$ cat src/rtl/irq_dma_arbiter_pkg.sv
// Shared CPU-side types and constants for the interrupt/DMA arbiter.
//   e_arb_state      : DMA bus-hold FSM states
//   NUM_IRQ          : number of external IRQ lines (one z_bus byte)
//   INT_VECTOR_SHIFT : left shift applied to the IRQ index in int_vector
package pa_cpu;

  localparam int NUM_IRQ          = 8;
  localparam int INT_VECTOR_SHIFT = 1;
  localparam int IRQ_IDX_W        = 3;

  typedef enum logic [1:0] {
    ARB_IDLE,
    ARB_DMA_WAIT,
    ARB_DMA_HOLD
  } e_arb_state;

endpackage

$ cat src/rtl/irq_dma_arbiter_sync_edge_detect.sv
// Multi-flop synchroniser with a registered rising-edge pulse.
//   clk    : system clock
//   arst_n : asynchronous reset, active-low
//   d      : asynchronous input
//   level  : synchronised level (SYNC_STAGES clocks after d)
//   rise   : one-clock pulse when level goes 0 -> 1
module sync_edge_detect #(
  parameter int SYNC_STAGES = 2
) (
  input  logic clk,
  input  logic arst_n,
  input  logic d,
  output logic level,
  output logic rise
);

  logic [SYNC_STAGES-1:0] sync_q;
  logic                   level_d;

  always_ff @(posedge clk or negedge arst_n) begin
    if (!arst_n) begin
      sync_q  <= '0;
      level_d <= 1'b0;
    end else begin
      sync_q  <= {sync_q[SYNC_STAGES-2:0], d};
      level_d <= sync_q[SYNC_STAGES-1];
    end
  end

  assign level = sync_q[SYNC_STAGES-1];
  assign rise  = level & ~level_d;

endmodule

$ cat src/rtl/irq_dma_arbiter.sv
// IRQ / DMA arbiter in front of the microcode sequencer.
// Latches IRQ rising edges into pending, applies the mask register, encodes
// the winning IRQ into a vector byte on ack and runs the DMA bus-hold
// handshake. DMA always takes precedence over interrupts.
//   clk, arst_n          : clock, asynchronous active-low reset
//   irq_in[7:0]          : async IRQ lines, rising-edge triggered
//   dma_req_in           : async DMA request, level
//   z_bus[7:0]           : mask write data
//   ctrl_irq_masks_wrt   : active-low mask load strobe
//   ctrl_int_ack         : accept highest-priority masked IRQ
//   ctrl_clear_all_ints  : clear all pending bits
//   ctrl_int_eoi         : end of service
//   ctrl_dma_grant       : bus parked for DMA
//   int_pending          : masked IRQ waiting, none in service, no DMA
//   dma_req / dma_ack    : DMA handshake to sequencer / DMA master
//   int_vector           : {4'b0, idx, 1'b0} of last acked IRQ
//   irq_masks            : mask register, 1 = enabled
//   irq_status           : raw pending bits
module irq_dma_arbiter
  import pa_cpu::*;
#(
  parameter int SYNC_STAGES = 2
) (
  input  logic               clk,
  input  logic               arst_n,
  input  logic [NUM_IRQ-1:0] irq_in,
  input  logic               dma_req_in,
  input  logic [7:0]         z_bus,
  input  logic               ctrl_irq_masks_wrt,
  input  logic               ctrl_int_ack,
  input  logic               ctrl_clear_all_ints,
  input  logic               ctrl_int_eoi,
  input  logic               ctrl_dma_grant,
  output logic               int_pending,
  output logic               dma_req,
  output logic               dma_ack,
  output logic [7:0]         int_vector,
  output logic [7:0]         irq_masks,
  output logic [7:0]         irq_status
);

  // Bit 0 has the highest priority.
  function automatic logic [IRQ_IDX_W-1:0] lowest_idx(input logic [NUM_IRQ-1:0] v);
    lowest_idx = '0;
    for (int i = NUM_IRQ - 1; i >= 0; i--) begin
      if (v[i]) lowest_idx = IRQ_IDX_W'(i);
    end
  endfunction

  logic [NUM_IRQ-1:0]   irq_rise;
  logic [NUM_IRQ-1:0]   irq_lvl_unused;
  logic                 dma_req_s;
  logic                 dma_rise_unused;
  logic [NUM_IRQ-1:0]   pending;
  logic [NUM_IRQ-1:0]   pending_nxt;
  logic [NUM_IRQ-1:0]   masked;
  logic                 in_service;
  logic                 ack_fire;
  logic [IRQ_IDX_W-1:0] ack_idx;
  e_arb_state           state;
  e_arb_state           state_nxt;

  for (genvar i = 0; i < NUM_IRQ; i++) begin : g_irq_sync
    sync_edge_detect #(.SYNC_STAGES(SYNC_STAGES)) u_irq_sync (
      .clk    (clk),
      .arst_n (arst_n),
      .d      (irq_in[i]),
      .level  (irq_lvl_unused[i]),
      .rise   (irq_rise[i])
    );
  end

  sync_edge_detect #(.SYNC_STAGES(SYNC_STAGES)) u_dma_sync (
    .clk    (clk),
    .arst_n (arst_n),
    .d      (dma_req_in),
    .level  (dma_req_s),
    .rise   (dma_rise_unused)
  );

  // Ack uses the mask value before any same-cycle mask write.
  assign masked   = pending & irq_masks;
  assign ack_fire = ctrl_int_ack & (|masked);
  assign ack_idx  = lowest_idx(masked);

  // Ordering gives the priorities: a new edge re-sets a bit being acked,
  // and clear_all overrides everything including new edges.
  always_comb begin
    pending_nxt = pending;
    if (ack_fire) pending_nxt[ack_idx] = 1'b0;
    pending_nxt = pending_nxt | irq_rise;
    if (ctrl_clear_all_ints) pending_nxt = '0;
  end

  always_ff @(posedge clk or negedge arst_n) begin
    if (!arst_n) begin
      pending    <= '0;
      irq_masks  <= '0;
      int_vector <= '0;
      in_service <= 1'b0;
    end else begin
      pending <= pending_nxt;
      if (!ctrl_irq_masks_wrt) irq_masks <= z_bus;
      if (ack_fire) begin
        int_vector <= 8'({5'b0, ack_idx}) << INT_VECTOR_SHIFT;
        in_service <= 1'b1;
      end else if (ctrl_int_eoi) begin
        in_service <= 1'b0;
      end
    end
  end

  always_ff @(posedge clk or negedge arst_n) begin
    if (!arst_n) state <= ARB_IDLE;
    else         state <= state_nxt;
  end

  always_comb begin
    state_nxt = state;
    unique case (state)
      ARB_IDLE:     if (dma_req_s) state_nxt = ARB_DMA_WAIT;
      ARB_DMA_WAIT: begin
        // A withdrawn request beats a late grant: no ack is ever issued.
        if (!dma_req_s)          state_nxt = ARB_IDLE;
        else if (ctrl_dma_grant) state_nxt = ARB_DMA_HOLD;
      end
      ARB_DMA_HOLD: if (!dma_req_s) state_nxt = ARB_IDLE;
      default:      state_nxt = ARB_IDLE;
    endcase
  end

  assign dma_req     = (state == ARB_DMA_WAIT);
  assign dma_ack     = (state == ARB_DMA_HOLD);
  assign irq_status  = pending;
  assign int_pending = (|masked) & ~in_service & (state == ARB_IDLE) & ~dma_req_s;

endmodule

$ cat config.mk
export PLATFORM = sky130hd
export DESIGN_NAME = irq_dma_arbiter
export DESIGN_NICKNAME = d
export VERILOG_FILES = /design/src/rtl/irq_dma_arbiter_pkg.sv /design/src/rtl/irq_dma_arbiter_sync_edge_detect.sv /design/src/rtl/irq_dma_arbiter.sv
export SDC_FILE = /design/constraint.sdc
export NUM_CORES = 1
export LEC_CHECK = 0
export CAP_MARGIN = 15
export CELL_PAD_IN_SITES_DETAIL_PLACEMENT = 1
export CELL_PAD_IN_SITES_GLOBAL_PLACEMENT = 1
export CORE_MARGIN = 2
export CORE_UTILIZATION = 34
export CTS_CLUSTER_SIZE = 40
export DETAILED_ROUTE_END_ITERATION = 10
export PLACE_DENSITY_LB_ADDON = 0.1
export RECOVER_POWER = 25
export SLEW_MARGIN = 20
export SYNTH_ARGS = -nofsm -noshare
export SYNTH_HDL_FRONTEND = slang
export SYNTH_SLANG_ARGS = --single-unit
$ cat constraint.sdc
create_clock -name clk -period 3.25 [get_ports clk]
set_input_delay 0.65 -clock clk [delete_from_list [all_inputs] [get_ports clk]]
set_output_delay 0.65 -clock clk [all_outputs]
set_load 0.03 [all_outputs]
==> metrics.md <==
| Metric | Value |
|---|---|
| EDFF count, synth | `0` |
| Maximum buffer depth of the clock tree | `2` |
| CTS Hold Bufs | `0` |
| Largest net degree at the start of global routing | `between 40 and 50` |
| Logic gate share of total power | `19.6%` |
| Die height | `~76 um` |
| Post-synthesis instance total | `134` |
| Wire per inst | `15.0 um` |
| # IOs | `51` |
| Final antenna-violating net count | `0` |
| Final worst path period need | `2740 ps` |
| Worst-path fanout max | `6` |
| H-tree levels | `2` |
| Die area | `5720 um^2` |
| Inserted Diodes | `0` |
| Synth Cell Area | `about 1700 um^2` |
| Cell internal pwr | `roughly 990 uW` |
| Clk root buf | `clkbuf_8` |
| Worst Tran Pin Value | `585 ps` |
| Seq/Total Area, Yosys | `between 60% and 70%` |
| Reg power frac | `50.2%` |
| Setup TNS | `0 ps` |
| Hold WC Path Type | `flip-flop to flip-flop` |
| Area share of and/or/nand/nor cells after synthesis | `between 10% and 20%` |
| Top FF cell, synth | `dfrtp_1` |
| Critical path required time | `approximately 2600 ps` |
| Synth Area in Compound Gates | `between 10% and 20%` |
| Core footprint | `around 5000 um^2` |
| Post-synth top area share | `68.9%` |
| Pwr Density | `between 500 and 600 nW/um^2` |
| Critical Path Source Type | `flip-flop` |
| Post-synthesis mux area share | `approximately 5.8%` |
| Synthesized area per cell | `13.0 um^2` |
| Post-layout util | `around 47%` |
| CTS buffer count | `5` |
| Clk Latency, worst-skew pair | `approximately 290 ps` |
| CTS Sinks | `48` |
| Vias in the first global route | `around 1,300` |
| Gr usage total | `around 14%` |
| Initial antenna violation count | `0` |
| Tcrit/Tclk final | `a little over four fifths` |
| Hold Violations, Final | `0` |
| Final setup vio count | `0` |
| Peak supply drop | `0.322 mV` |
| Post-Synth Adder-Cell Area | `0%` |
| Main combinational cell family by area after synthesis | `simple AND/OR/NAND/NOR gates` |
| Post-synth ARST share | `100%` |
| Final Non-Filler Cells | `about 250` |
| Post-synthesis xor/xnor area fraction | `0%` |
| Max Fclk | `about 370 MHz` |
| Share of layout cells above drive strength 1 | `under 10%` |
| Max cap viols | `0` |
| RSZ-0062 raised after global routing | `false` |
| Clock share of power | `30.3%` |
| Synthesized flop and latch total | `48` |
| Switching Fraction | `27.3%` |
| Die X | `between 70 and 80 um` |
| Clk slew on worst S/H paths | `about 80 ps` |
| Fillers | `approximately 550` |
| Status | `complete, no violations` |
| Yosys top cell by area | `dfrtp_1` |
| Top-count cell post-synth | `dfrtp_1` |
| Pre-antenna DRT Iters | `4` |
| Buffer count from post-CTS setup fixing | `0` |
| Dpl hpwl | `approximately 2800 um` |
| DRC Markers | `0` |
| Crit path DAT | `2090 ps` |
| Setup CP Type | `flip-flop to output pin` |
| Fin Clk Skew | `between 5 and 6 ps` |
| FP Rows | `26` |
| Post-CTS Resized | `0` |
| DP Cell Count | `~250` |
| Leak Pwr | `between 0.001 and 0.0015 uW` |
| Reg-to-reg setup timing slack | `~1400 ps` |
| Initial DRC Count | `35` |
| Total power | `approximately 1400 uW` |
| P&R area growth vs syn | `34.9%` |
| Starting density of the core | `34.6%` |
| Synth warn | `0` |
| Vias/cell | `around 4.8` |
| Synth cell types | `28` |
| First-pass GRT wire length | `around 6000 um` |
| Layout Nets | `between 200 and 250` |
| Final wirelength | `around 3800 um` |
| IO Port Bufs | `45` |
| Sw power | `approximately 370 uW` |
| Dominant cells by area after synthesis | `dfrtp_1 69%, mux2_2 5.8%, nor2b_1 3.2%, nand2_1 2.6%, a21oi_1 2.3%` |
| WHS | `~350 ps` |
| Max Slew Vio Count | `0` |
| GPL Wtd Cong | `roughly 0.89` |
| Relative slew slack | `61.0%` |
| CTS tree | `built` |
| CP endpoint kind | `output pin` |
| Overflow after GRT | `0` |
| Synth top cells by count | `48 x dfrtp_1, 12 x nand2_1, 10 x nor2_1` |
| Via count | `1,210` |
-- power groups by stage --
stage | Sequential (uW) | Combinational [uW] | Clock [uW]
detailed placement | 698 | 270 | 0
CTS | 686 | 271 | 430
floorplan | 746 | 92.2 | 0
global placement | 694 | 265 | 0
global route | 693 | 290 | 456
finish | 685 | 267 | 414
-- through the flow --
step / instance area (um^2) / setup slack [ps]
after floorplan: 1760 / 1380
final: 2350 / 511
after global routing: 2350 / 434
after global placement: 2240 / 905
after detailed placement: 2240 / 853
after CTS: 2350 / 510
-- path summary, 6_finish.rpt --
kind                                               startpoint                                 end  cells past startpoint
min in group asynchronous                              arst_n  g_irq_sync[6].u_irq_sync.sync_q[0]                      1
max in group asynchronous                              arst_n    g_irq_sync[0].u_irq_sync.level_d                      1
hold reg to reg            g_irq_sync[6].u_irq_sync.sync_q[0]  g_irq_sync[6].u_irq_sync.sync_q[1]                      0
hold / removal             g_irq_sync[6].u_irq_sync.sync_q[0]  g_irq_sync[6].u_irq_sync.sync_q[1]                      0
setup reg to reg                                 irq_masks[0]                       irq_status[6]                      4
setup / recovery                                 irq_masks[0]                         int_pending                      4
-- registers in the layout, indices dropped and copies added, names as in the netlist --
name / cells
state: 2
g_irq_sync.u_irq_sync.sync_q: 16
irq_status: 8
g_irq_sync.u_irq_sync.level_d: 8
int_vector: 3
irq_masks: 8
in_service: 1
u_dma_sync.sync_q: 2
-- placed cells by master, fill, tap and decap left out, types with 2 or more instances in the layout --
master	Yosys	routed
dfrtp_1	48	48
clkdlybuf4s50_1	0	42
nand2_1	12	12
nor2_1	10	10
nor2b_1	9	9
mux2_2	9	9
a21oi_1	8	8
a211oi_1	5	5
conb_1	1	5
clkbuf_8	0	5
a22oi_1	3	3
a32o_1	2	2
nand2b_1	2	2
nor3_1	2	2
a311oi_1	2	2
inv_1	2	2
dlygate4sd3_1	0	2
-- critical path: stages (launching register included) --
cell and delay, ps:
dfrtp_1 450, a22oi_1 380, nand4_1 200, and2_1 180
clkdlybuf4s50_1 580
-- layout make-up --
type	count	area [um^2]	share of cell area (%)
timing repair buffer	45	448	19.0
tap	70	87.6	3.72
clock inverter	2	35.0	1.49
multi-input combinational	80	502	21.3
clock buffer	6	72.6	3.08
sequential	48	1200	51.0
inverter	2	7.51	0.319
-- logic make-up (layout without fill, tap and decap cells) --
logic type / after synthesis / after routing
flip-flops: 48 / 48
AND/OR/NAND/NOR: 41 / 41
AO/OA/AOI/OAI: 25 / 25
buffers and inverters: 10 / 55
multiplexers: 9 / 9
other: 1 / 5
-- metal layers --
metal | wire length [um] | global-route usage (%) | vias to the layer above
met5 | 0 | 0 | -
met4 | 40 | 5.26 | 0
met3 | 255 | 4.63 | 4
met2 | 1880 | 23.5 | 39
met1 | 1610 | 18.1 | 614
li1 | - | - | 553
(Power assumes the default switching activity.)
